## src/rtl/imem_fetch_unit.sv

```systemverilog
// Instruction fetch front end: holds the PC, reads the combinational instruction
// memory and buffers {pc, byte} pairs in a small FIFO for decode (valid/ready).
module imem_fetch_unit #(
    parameter int unsigned ADDR_W     = 8,
    parameter int unsigned MEM_DEPTH  = 32,
    parameter int unsigned FIFO_DEPTH = 2
) (
    input  logic              clk,
    input  logic              reset,
    output logic [ADDR_W-1:0] Read_Address,
    input  logic [7:0]        instruction,
    input  logic              enable,
    input  logic              redirect_valid,
    input  logic [ADDR_W-1:0] redirect_target,
    output logic [7:0]        instr_out,
    output logic [ADDR_W-1:0] pc_out,
    output logic              instr_valid,
    input  logic              instr_ready,
    output logic              fetch_fault
);

    localparam int unsigned PTR_W = (FIFO_DEPTH > 1) ? $clog2(FIFO_DEPTH) : 1;
    localparam int unsigned CNT_W = $clog2(FIFO_DEPTH + 1);
    localparam logic [CNT_W-1:0] FULL_CNT = CNT_W'(FIFO_DEPTH);
    localparam logic [PTR_W-1:0] LAST_PTR = PTR_W'(FIFO_DEPTH - 1);

    typedef enum logic [1:0] {
        S_IDLE  = 2'd0,
        S_FETCH = 2'd1,
        S_FAULT = 2'd2
    } state_e;

    function automatic logic in_range(input logic [ADDR_W-1:0] a);
        return 32'(a) < MEM_DEPTH;
    endfunction

    function automatic logic [PTR_W-1:0] ptr_inc(input logic [PTR_W-1:0] p);
        return (p == LAST_PTR) ? '0 : p + PTR_W'(1);
    endfunction

    state_e            state_q, state_d;
    logic [ADDR_W-1:0] pc_q, pc_d;
    logic [PTR_W-1:0]  head_q, head_d;
    logic [PTR_W-1:0]  tail_q, tail_d;
    logic [CNT_W-1:0]  count_q, count_d;
    logic              valid_q, valid_d;
    logic              fault_q, fault_d;
    logic [ADDR_W-1:0] mem_pc_q    [FIFO_DEPTH];
    logic [ADDR_W-1:0] mem_pc_d    [FIFO_DEPTH];
    logic [7:0]        mem_instr_q [FIFO_DEPTH];
    logic [7:0]        mem_instr_d [FIFO_DEPTH];

    logic              pop_c;
    logic              push_c;
    logic [ADDR_W-1:0] pc_inc_c;

    // A full FIFO still accepts a push when the head leaves in the same cycle.
    assign pop_c    = valid_q & instr_ready;
    assign pc_inc_c = pc_q + ADDR_W'(1);
    assign push_c   = (state_q == S_FETCH) && enable && !redirect_valid
                      && ((count_q < FULL_CNT) || pop_c) && in_range(pc_q);

    always_ff @(posedge clk) begin
        if (reset) begin
            state_q <= S_IDLE;
        end else begin
            state_q <= state_d;
        end
    end

    always_comb begin
        state_d = state_q;
        if (redirect_valid) begin
            if (!enable)                         state_d = S_IDLE;
            else if (in_range(redirect_target))  state_d = S_FETCH;
            else                                 state_d = S_FAULT;
        end else begin
            case (state_q)
                S_IDLE: begin
                    if (enable) state_d = in_range(pc_q) ? S_FETCH : S_FAULT;
                end
                S_FETCH: begin
                    if (!enable)               state_d = S_IDLE;
                    else if (push_c)           state_d = in_range(pc_inc_c) ? S_FETCH : S_FAULT;
                    else if (!in_range(pc_q))  state_d = S_FAULT;
                end
                S_FAULT: state_d = S_FAULT;
                default: state_d = S_IDLE;
            endcase
        end
    end

    // PC and FIFO bookkeeping; a redirect flushes whatever was not handed over this cycle.
    always_comb begin
        pc_d        = pc_q;
        head_d      = head_q;
        tail_d      = tail_q;
        count_d     = count_q;
        mem_pc_d    = mem_pc_q;
        mem_instr_d = mem_instr_q;
        if (redirect_valid) begin
            pc_d    = redirect_target;
            head_d  = '0;
            tail_d  = '0;
            count_d = '0;
        end else begin
            if (push_c) begin
                mem_pc_d[tail_q]    = pc_q;
                mem_instr_d[tail_q] = instruction;
                tail_d              = ptr_inc(tail_q);
                pc_d                = pc_inc_c;
            end
            if (pop_c) begin
                head_d = ptr_inc(head_q);
            end
            case ({push_c, pop_c})
                2'b10:   count_d = count_q + CNT_W'(1);
                2'b01:   count_d = count_q - CNT_W'(1);
                default: count_d = count_q;
            endcase
        end
        valid_d = (count_d != '0);
        fault_d = !redirect_valid && (state_d == S_FAULT);
    end

    always_ff @(posedge clk) begin
        if (reset) begin
            pc_q    <= '0;
            head_q  <= '0;
            tail_q  <= '0;
            count_q <= '0;
            valid_q <= 1'b0;
            fault_q <= 1'b0;
            for (int i = 0; i < FIFO_DEPTH; i++) begin
                mem_pc_q[i]    <= '0;
                mem_instr_q[i] <= '0;
            end
        end else begin
            pc_q        <= pc_d;
            head_q      <= head_d;
            tail_q      <= tail_d;
            count_q     <= count_d;
            valid_q     <= valid_d;
            fault_q     <= fault_d;
            mem_pc_q    <= mem_pc_d;
            mem_instr_q <= mem_instr_d;
        end
    end

    assign Read_Address = pc_q;
    assign instr_out    = mem_instr_q[head_q];
    assign pc_out       = mem_pc_q[head_q];
    assign instr_valid  = valid_q;
    assign fetch_fault  = fault_q;

endmodule

```

## config.mk

```make
export PLATFORM = sky130hd
export DESIGN_NAME = imem_fetch_unit
export DESIGN_NICKNAME = d
export VERILOG_FILES = /design/src/rtl/imem_fetch_unit.sv
export SDC_FILE = /design/constraint.sdc
export NUM_CORES = 1
export LEC_CHECK = 0
export CORE_ASPECT_RATIO = 0.5
export CORE_MARGIN = 4
export CORE_UTILIZATION = 46
export DETAILED_ROUTE_END_ITERATION = 6
export GPL_ROUTABILITY_DRIVEN = 1
export PLACE_DENSITY = 0.76
export SYNTH_ARGS = -nofsm -noshare
export SYNTH_HDL_FRONTEND = slang
export SYNTH_SLANG_ARGS = --single-unit
export TNS_END_PERCENT = 1
```

## constraint.sdc

```tcl
create_clock -name clk -period 2.3 [get_ports clk]
set_clock_uncertainty 0.15 [all_clocks]
set_input_delay 0.46 -clock clk [delete_from_list [all_inputs] [get_ports clk]]
set_output_delay 0.46 -clock clk [all_outputs]
set_load 0.01 [all_outputs]
```

==> impl_metrics.py, run 1 <==
metrics = {
    "worst_setup_path": {
        "cp.arrival_ns": 1.64,
        "critPathMaxFanout": 8,
        "cpPeakStageDelay_ns": 0.48,
        "critPathSlowestCell": "clkdlybuf4s50_1",
        "reg2reg_from": "Read_Address[5]",
        "path_buf_inv": 2,
        "critPathLaunchType": "flip-flop",
        "r2r_cells": 8,
        "crit_family": "buffers and inverters",
        "crit_chain": "buf_6, mux2_2, clkdlybuf4s50_1",
        "required_ns": 1.69,
        "reg2reg_to": "instr_valid",
        "cp-end-kind": "output port",
        "critical_path_class": "reg2out",
        "reg2reg_setup_slack_ns": 0.22,
    },
    "logic_synthesis": {
        "synth_edf_count": 0,
        "yosys.area.top_type": "dfxtp_1",
        "ys_top_cells_by_area": "dfxtp_1 43%, mux2i_1 13%, nand2b_1 12%, mux2_2 8.0%, nor3b_1 2.0%",
        "synth_top_cell_area_share_pct": 42.7,
        "async_flop_share_pct": 0,
        "ys.flop_type": "dfxtp_1",
        "yosysUniqueCellTypes": 39,
        "yosysSeqAreaShare_pct": 42.7,
        "synth.cell_area_sq_mm": 0.00225,
        "ys_ff_latch": 48,
        "yosys_warnings": 0,
        "avgSynthCellArea_sq_um": 10.1,
        "synthCells": 222,
        "syn_nets": 245,
    },
    "floorplanning": {
        "core_sq_mm": 0.00455,
        "ios": 47,
        "die_h_um": 57.5,
        "die_w_um": 107,
        "design.die.area_sq_mm": 0.00614,
        "initial_core_util_pct": 49.5,
        "std_cell_rows": 17,
    },
    "cts": {
        "postCtsSetupRepairBufs": 0,
        "cts_tree": "done",
        "root_buffer": "clkbuf_8",
        "cts.path.max_buffers": 2,
        "cts_made_buffers": 5,
        "clk_latency_ns": 0.29,
        "htree_levels": 2,
        "clk_pin_slew_ns": 0.08,
        "clock_sinks": 48,
        "cts_hold_buffers": 0,
    },
    "cells_and_area": {
        "n_fill_cell": 398,
        "area_growth_pct": 30.9,
        "seq_area_sq_um": 965,
        "final_nets": 293,
        "utilization_pct": 64.7,
        "post_route_cells_drive_above_1_share_pct": 14.8,
        "multi_input_area_sq_mm": 0.00120,
        "diodes": 0,
    },
    "power": {
        "internal_power_uw": 1260,
        "switching_share_pct": 21.9,
        "powerDensity_mw_per_mm2": 547,
        "p_seq_share_pct": 53.3,
        "combPwrFrac_pct": 9.8,
        "power.switching_uw": 354,
        "clockPowerShare_pct": 36.9,
        "p_total_uw": 1610,
        "vdd.ir_drop.worst_mv": 0.263,
        "p_leak_uw": 0.00123,
    },
    "global_route": {
        "grt_pass1_wl_um": 7760,
        "grt.overflow.total": 0,
        "antenna_found_initial": 0,
        "grtUsageTotal_pct": 15.6,
        "grt_pass1_vias": 1733,
        "grt_max_degree": 39,
    },
    "placed_design": {
        "gp_congestion": 0.714,
        "portBuffers": 46,
        "dp_hpwl_um": 3370,
    },
    "routing": {
        "vias_per_cell": 5.04,
        "drtAntennaViolNets": 0,
        "wirelength_um": 4590,
        "drtIter0Drc": 48,
        "dr.pass1.iters": 4,
        "routed-via-count": 1697,
        "drc": 0,
        "wl_per_cell_um": 13.6,
    },
    "run_status": {
        "status": "finished, final reports clean",
    },
    "worst_hold_path": {
        "worstHoldStart": "mem_pc_q[13]",
        "min_to": "mem_pc_q[13]",
        "hp-class": "reg2reg",
        "hold_depth": 1,
    },
    "timing": {
        "relSlewSlack_pct": 77.1,
        "rsz0062_at_grt": "no",
        "finalMaxSlewViolations": 0,
        "fmax_mhz": 444,
        "fin_crit_ns": 2.25,
        "worst_pin_slew_ns": 0.342,
        "setup_tns_ns": 0,
        "hold_viol_final": 0,
        "finalCritPeriodShare_pct": 97.9,
        "finalSetupViolCount": 0,
    },
    "run": {
        "cap_violations": 0,
    },
}
## cells in the mapped netlist, types with 4 or more instances
| master | count |
|---|---|
| nand2b_1 | 42 |
| nor3b_1 | 6 |
| a21oi_1 | 6 |
| clkbuf_1 | 10 |
| nor2_1 | 6 |
| xor2_1 | 4 |
| xnor2_1 | 4 |
| mux2i_1 | 29 |
| dfxtp_1 | 48 |
| inv_1 | 5 |
| nor3_1 | 6 |
| mux2_2 | 16 |
## cell type report
class                           instances  share of cell area, %
Clock buffer                            6                   2.46
Clock inverter                          2                   1.19
Inverter                                5                  0.637
Multi-Input combinational cell        153                   40.9
Sequential cell                        48                   32.8
Tap cell                               66                   2.80
Timing Repair Buffer                   57                   19.3
## worst max-delay path by stage
stage,from,depth (start not counted),slack (ns),end
2_1_floorplan,Read_Address[5],10,0.06,instr_valid
3_3_place_gp,redirect_valid,9,-0.08,instr_valid
3_5_place_dp,enable,9,-0.11,instr_valid
4_1_cts,head_q,3,0.005,pc_out[7]
5_1_grt,head_q,3,0.0004,pc_out[7]
6_report,head_q,3,0.05,pc_out[7]
## through the flow
step	hold slack [ns]	instance area, sq um	setup WS, ns	std cells
after floorplan	0.295	2250	0.0559	222
after global placement	0.305	2820	-0.0847	329
after detailed placement	0.314	2820	-0.111	329
after CTS	0.326	2930	0.00520	337
after global routing	0.340	2950	0.000415	337
final	0.325	2950	0.0479	337
## what timing repair did
item / CTS / global route
pin swaps: 0 / 0
setup endpoints to repair: 14 / 13
gates resized for setup: 5 / 5
## worst reg2reg max path: cells and delay by family, from the launching register on
family,cells,cell delay [ns]
and+or+nand+nor,3,0.81
xor gates and xnor gates,2,0.28
adders and majority gates,1,0.19
DFF,1,0.35
buffers and inverters,1,0.07
AOI/OAI and AO/OA,1,0.10
## state kept, by name, indices dropped and copies added, names as in the netlist
signal / flops
fetch_fault: 1
count_q: 2
head_q: 1
mem_pc_q: 16
mem_instr_q: 16
instr_valid: 1
tail_q: 1
Read_Address: 8
state_q: 2
## layout by cell type (no fill, tap or decap), types with 2 or more instances in the layout
cell / count
o21ai_1: 2
nor2_1: 6
dfxtp_1: 47
a21oi_1: 6
mux2i_1: 29
nand2_1: 3
dlymetal6s2s_1: 3
xor2_1: 4
o21a_1: 3
nor4_1: 2
mux2_2: 16
nor3_1: 6
inv_1: 5
clkdlybuf4s50_1: 41
buf_4: 8
a211oi_1: 2
nor3b_1: 6
buf_6: 2
and2_1: 2
ha_1: 2
xnor2_1: 4
nand2b_1: 42
nor2b_1: 2
dlygate4sd2_1: 2
clkbuf_8: 5
## power groups by stage
stage	Combinational (uW)	Clock [uW]	Sequential (uW)
floorplan	76.5	0	880
global placement	152	0	880
detailed placement	156	0	880
CTS	157	606	861
global route	171	636	863
finish	157	595	860
## cell families (layout without fill, tap and decap cells)
kind of cell | Yosys count | after routing | share of synthesized area, %
buf+inv | 21 | 70 | 4.06
xor+xnor | 8 | 8 | 3.11
fa+ha+maj | 2 | 2 | 1.11
mux | 45 | 45 | 20.9
simple gates | 78 | 78 | 21.8
compound gates | 20 | 20 | 6.28
flops | 48 | 48 | 42.7
## layer usage
| metal | track usage, % | wire length, um | vias up |
|---|---|---|---|
| li1 | - | - | 854 |
| met1 | 19.2 | 2160 | 804 |
| met2 | 27.6 | 2210 | 35 |
| met3 | 4.07 | 190 | 4 |
| met4 | 3.83 | 36 | 0 |
| met5 | 0 | 0 | - |
No activity file was read; power rests on OpenSTA's default activity.
==> run 2: changes to the inputs <==
--- a/config.mk
+++ b/config.mk
@@ -12,4 +12,5 @@
 export GPL_ROUTABILITY_DRIVEN = 1
 export PLACE_DENSITY = 0.76
+export REMOVE_ABC_BUFFERS = 1
 export SYNTH_ARGS = -nofsm -noshare
 export SYNTH_HDL_FRONTEND = slang
--- a/constraint.sdc
+++ b/constraint.sdc
@@ -3,3 +3,3 @@
 set_input_delay 0.46 -clock clk [delete_from_list [all_inputs] [get_ports clk]]
 set_output_delay 0.46 -clock clk [all_outputs]
-set_load 0.01 [all_outputs]
+set_load 0.1 [all_outputs]
==> impl_metrics.py, run 2 (synthesized netlist as in run 1, its figures left out) <==
metrics = {
    "timing": {
        "finalSetupViolCount": 0,
        "relSlewSlack_pct": 77.4,
        "finalCritPeriodShare_pct": 93.6,
        "finalMaxSlewViolations": 0,
        "fin_crit_ns": 2.15,
        "hold_viol_final": 0,
        "setup_slack_ns": 0.147,
        "fmax_mhz": 464,
        "setup_tns_ns": 0,
        "worst_pin_slew_ns": 0.336,
        "rsz0062_at_grt": "no",
    },
    "worst_setup_path": {
        "critPathSlowestCell": "or3_4",
        "reg2reg_from": "Read_Address[6]",
        "r2r_cells": 7,
        "path_buf_inv": 1,
        "cp.arrival_ns": 2.18,
        "critPathLaunchType": "flip-flop",
        "crit_chain": "or3_4, nor4_4, inv_1, ha_1, nor2_1, xnor2_1, a211oi_2",
        "crit_family": "simple AND/OR/NAND/NOR gates",
        "reg2reg_to": "instr_valid",
        "critPathMaxFanout": 6,
        "critical_path_class": "reg2reg",
        "cp-end-kind": "flip-flop",
        "cpPeakStageDelay_ns": 0.42,
        "reg2reg_setup_slack_ns": 0.15,
        "required_ns": 2.32,
    },
    "worst_hold_path": {
        "worstHoldStart": "mem_pc_q[15]",
        "min_to": "mem_pc_q[15]",
        "hold_depth": 1,
        "hp-class": "reg2reg",
    },
    "floorplanning": {
        "die_h_um": 57.5,
        "initial_core_util_pct": 49.5,
        "core_sq_mm": 0.00455,
        "ios": 47,
        "design.die.area_sq_mm": 0.00614,
        "std_cell_rows": 17,
        "die_w_um": 107,
    },
    "global_route": {
        "antenna_found_initial": 0,
        "grt_max_degree": 57,
        "grt_pass1_wl_um": 7860,
        "grtUsageTotal_pct": 15.7,
        "grt_pass1_vias": 1704,
        "grt.overflow.total": 0,
    },
    "cts": {
        "clk_latency_ns": 0.30,
        "clk_pin_slew_ns": 0.09,
        "cts_tree": "done",
        "root_buffer": "clkbuf_8",
        "htree_levels": 2,
        "cts_made_buffers": 5,
        "postCtsSetupRepairBufs": 0,
        "clock_sinks": 48,
        "cts.path.max_buffers": 2,
    },
    "power": {
        "vdd.ir_drop.worst_mv": 0.320,
        "p_leak_uw": 0.00125,
        "powerDensity_mw_per_mm2": 526,
    },
    "placed_design": {
        "gp_congestion": 0.792,
        "placed_area_sq_mm": 0.00296,
        "pre_cts_ws_ns": -0.130,
        "portBuffers": 46,
        "dp_hpwl_um": 3390,
    },
    "cells_and_area": {
        "post_route_cells_drive_above_1_share_pct": 24.1,
        "most-common-layout-cells": "48 x dfxtp_1, 42 x nand2b_1, 29 x mux2i_1, 20 x clkdlybuf4s50_1",
        "fin_area_sq_mm": 0.00306,
        "n_fill_cell": 372,
        "final_nets": 292,
        "diodes": 0,
        "seq_area_sq_um": 961,
        "area_growth_pct": 36.0,
        "final_common_cell": "dfxtp_1",
        "multi_input_area_sq_mm": 0.00121,
    },
    "routing": {
        "wl_per_cell_um": 13.7,
        "drtIter0Drc": 34,
        "vias_per_cell": 5.02,
        "drtAntennaViolNets": 0,
        "wirelength_um": 4590,
        "routed-via-count": 1687,
        "dr.pass1.iters": 4,
        "drc": 0,
    },
    "run_status": {
        "status": "finished, final reports clean",
    },
    "run": {
        "cap_violations": 0,
    },
}
-- run 2: cell types whose count changed in the layout (fill, tap and decap cells not counted), moves of 2 or more --
cell	previous run	this run
dlymetal6s2s_1	3	0
buf_4	8	18
clkdlybuf4s50_1	41	20
dlygate4sd2_1	2	0
buf_6	2	0
buf_12	1	18
-- run 2: per-layer routing --
layer  vias up  wire length (um)  track usage [%]
li1        852                 -                -
met1       803              2040             19.4
met2        28              2330             27.5
met3         4               183             3.73
met4         0                39             4.37
met5         -                 0                0
-- run 2: through the flow --
stage	cells	total power, uW	util, %	hold WS [ns]
floorplan	206	1020	-	0.295
global placement	328	1110	65.0	0.305
detailed placement	328	1120	65.0	0.314
CTS	336	1630	67.0	0.329
global route	336	1680	67.2	0.338
finish	336	1610	67.2	0.326
-- run 2: layout make-up --
| cell class | count | area share, % |
|---|---|---|
| inverters | 5 | 0.613 |
| multi-input cells | 153 | 39.5 |
| flip-flops and latches | 48 | 31.4 |
| well taps | 66 | 2.70 |
| clock inverters | 1 | 0.245 |
| repair buffers | 56 | 22.7 |
| clock buffers | 7 | 2.82 |
-- run 2: how the worst max path moves through the flow --
stage                         start          end  slack [ns]  depth (start not counted)
global route        Read_Address[6]  instr_valid       0.005                          7
detailed placement           enable  instr_valid       -0.13                          8
finish              Read_Address[6]  instr_valid        0.15                          7
global placement             enable  instr_valid       -0.03                          8
CTS                 Read_Address[6]  instr_valid        0.06                          7
floorplan           Read_Address[5]  instr_valid       -0.53                          7
-- run 2: power breakdown --
part / internal (uW) / leakage (uW) / switching [uW]
combinational: 94.3 / 0.000815 / 144
sequential: 844 / 0.000389 / 15.5
clock: 244 / 0.0000445 / 267
-- run 2: timing repair --
| action | CTS | global route |
|---|---|---|
| endpoints found under the setup margin | 0 | 3 |
| hold buffers | 0 | 0 |
| hold endpoints to repair | 0 | 0 |
| gates resized for setup | 0 | 2 |
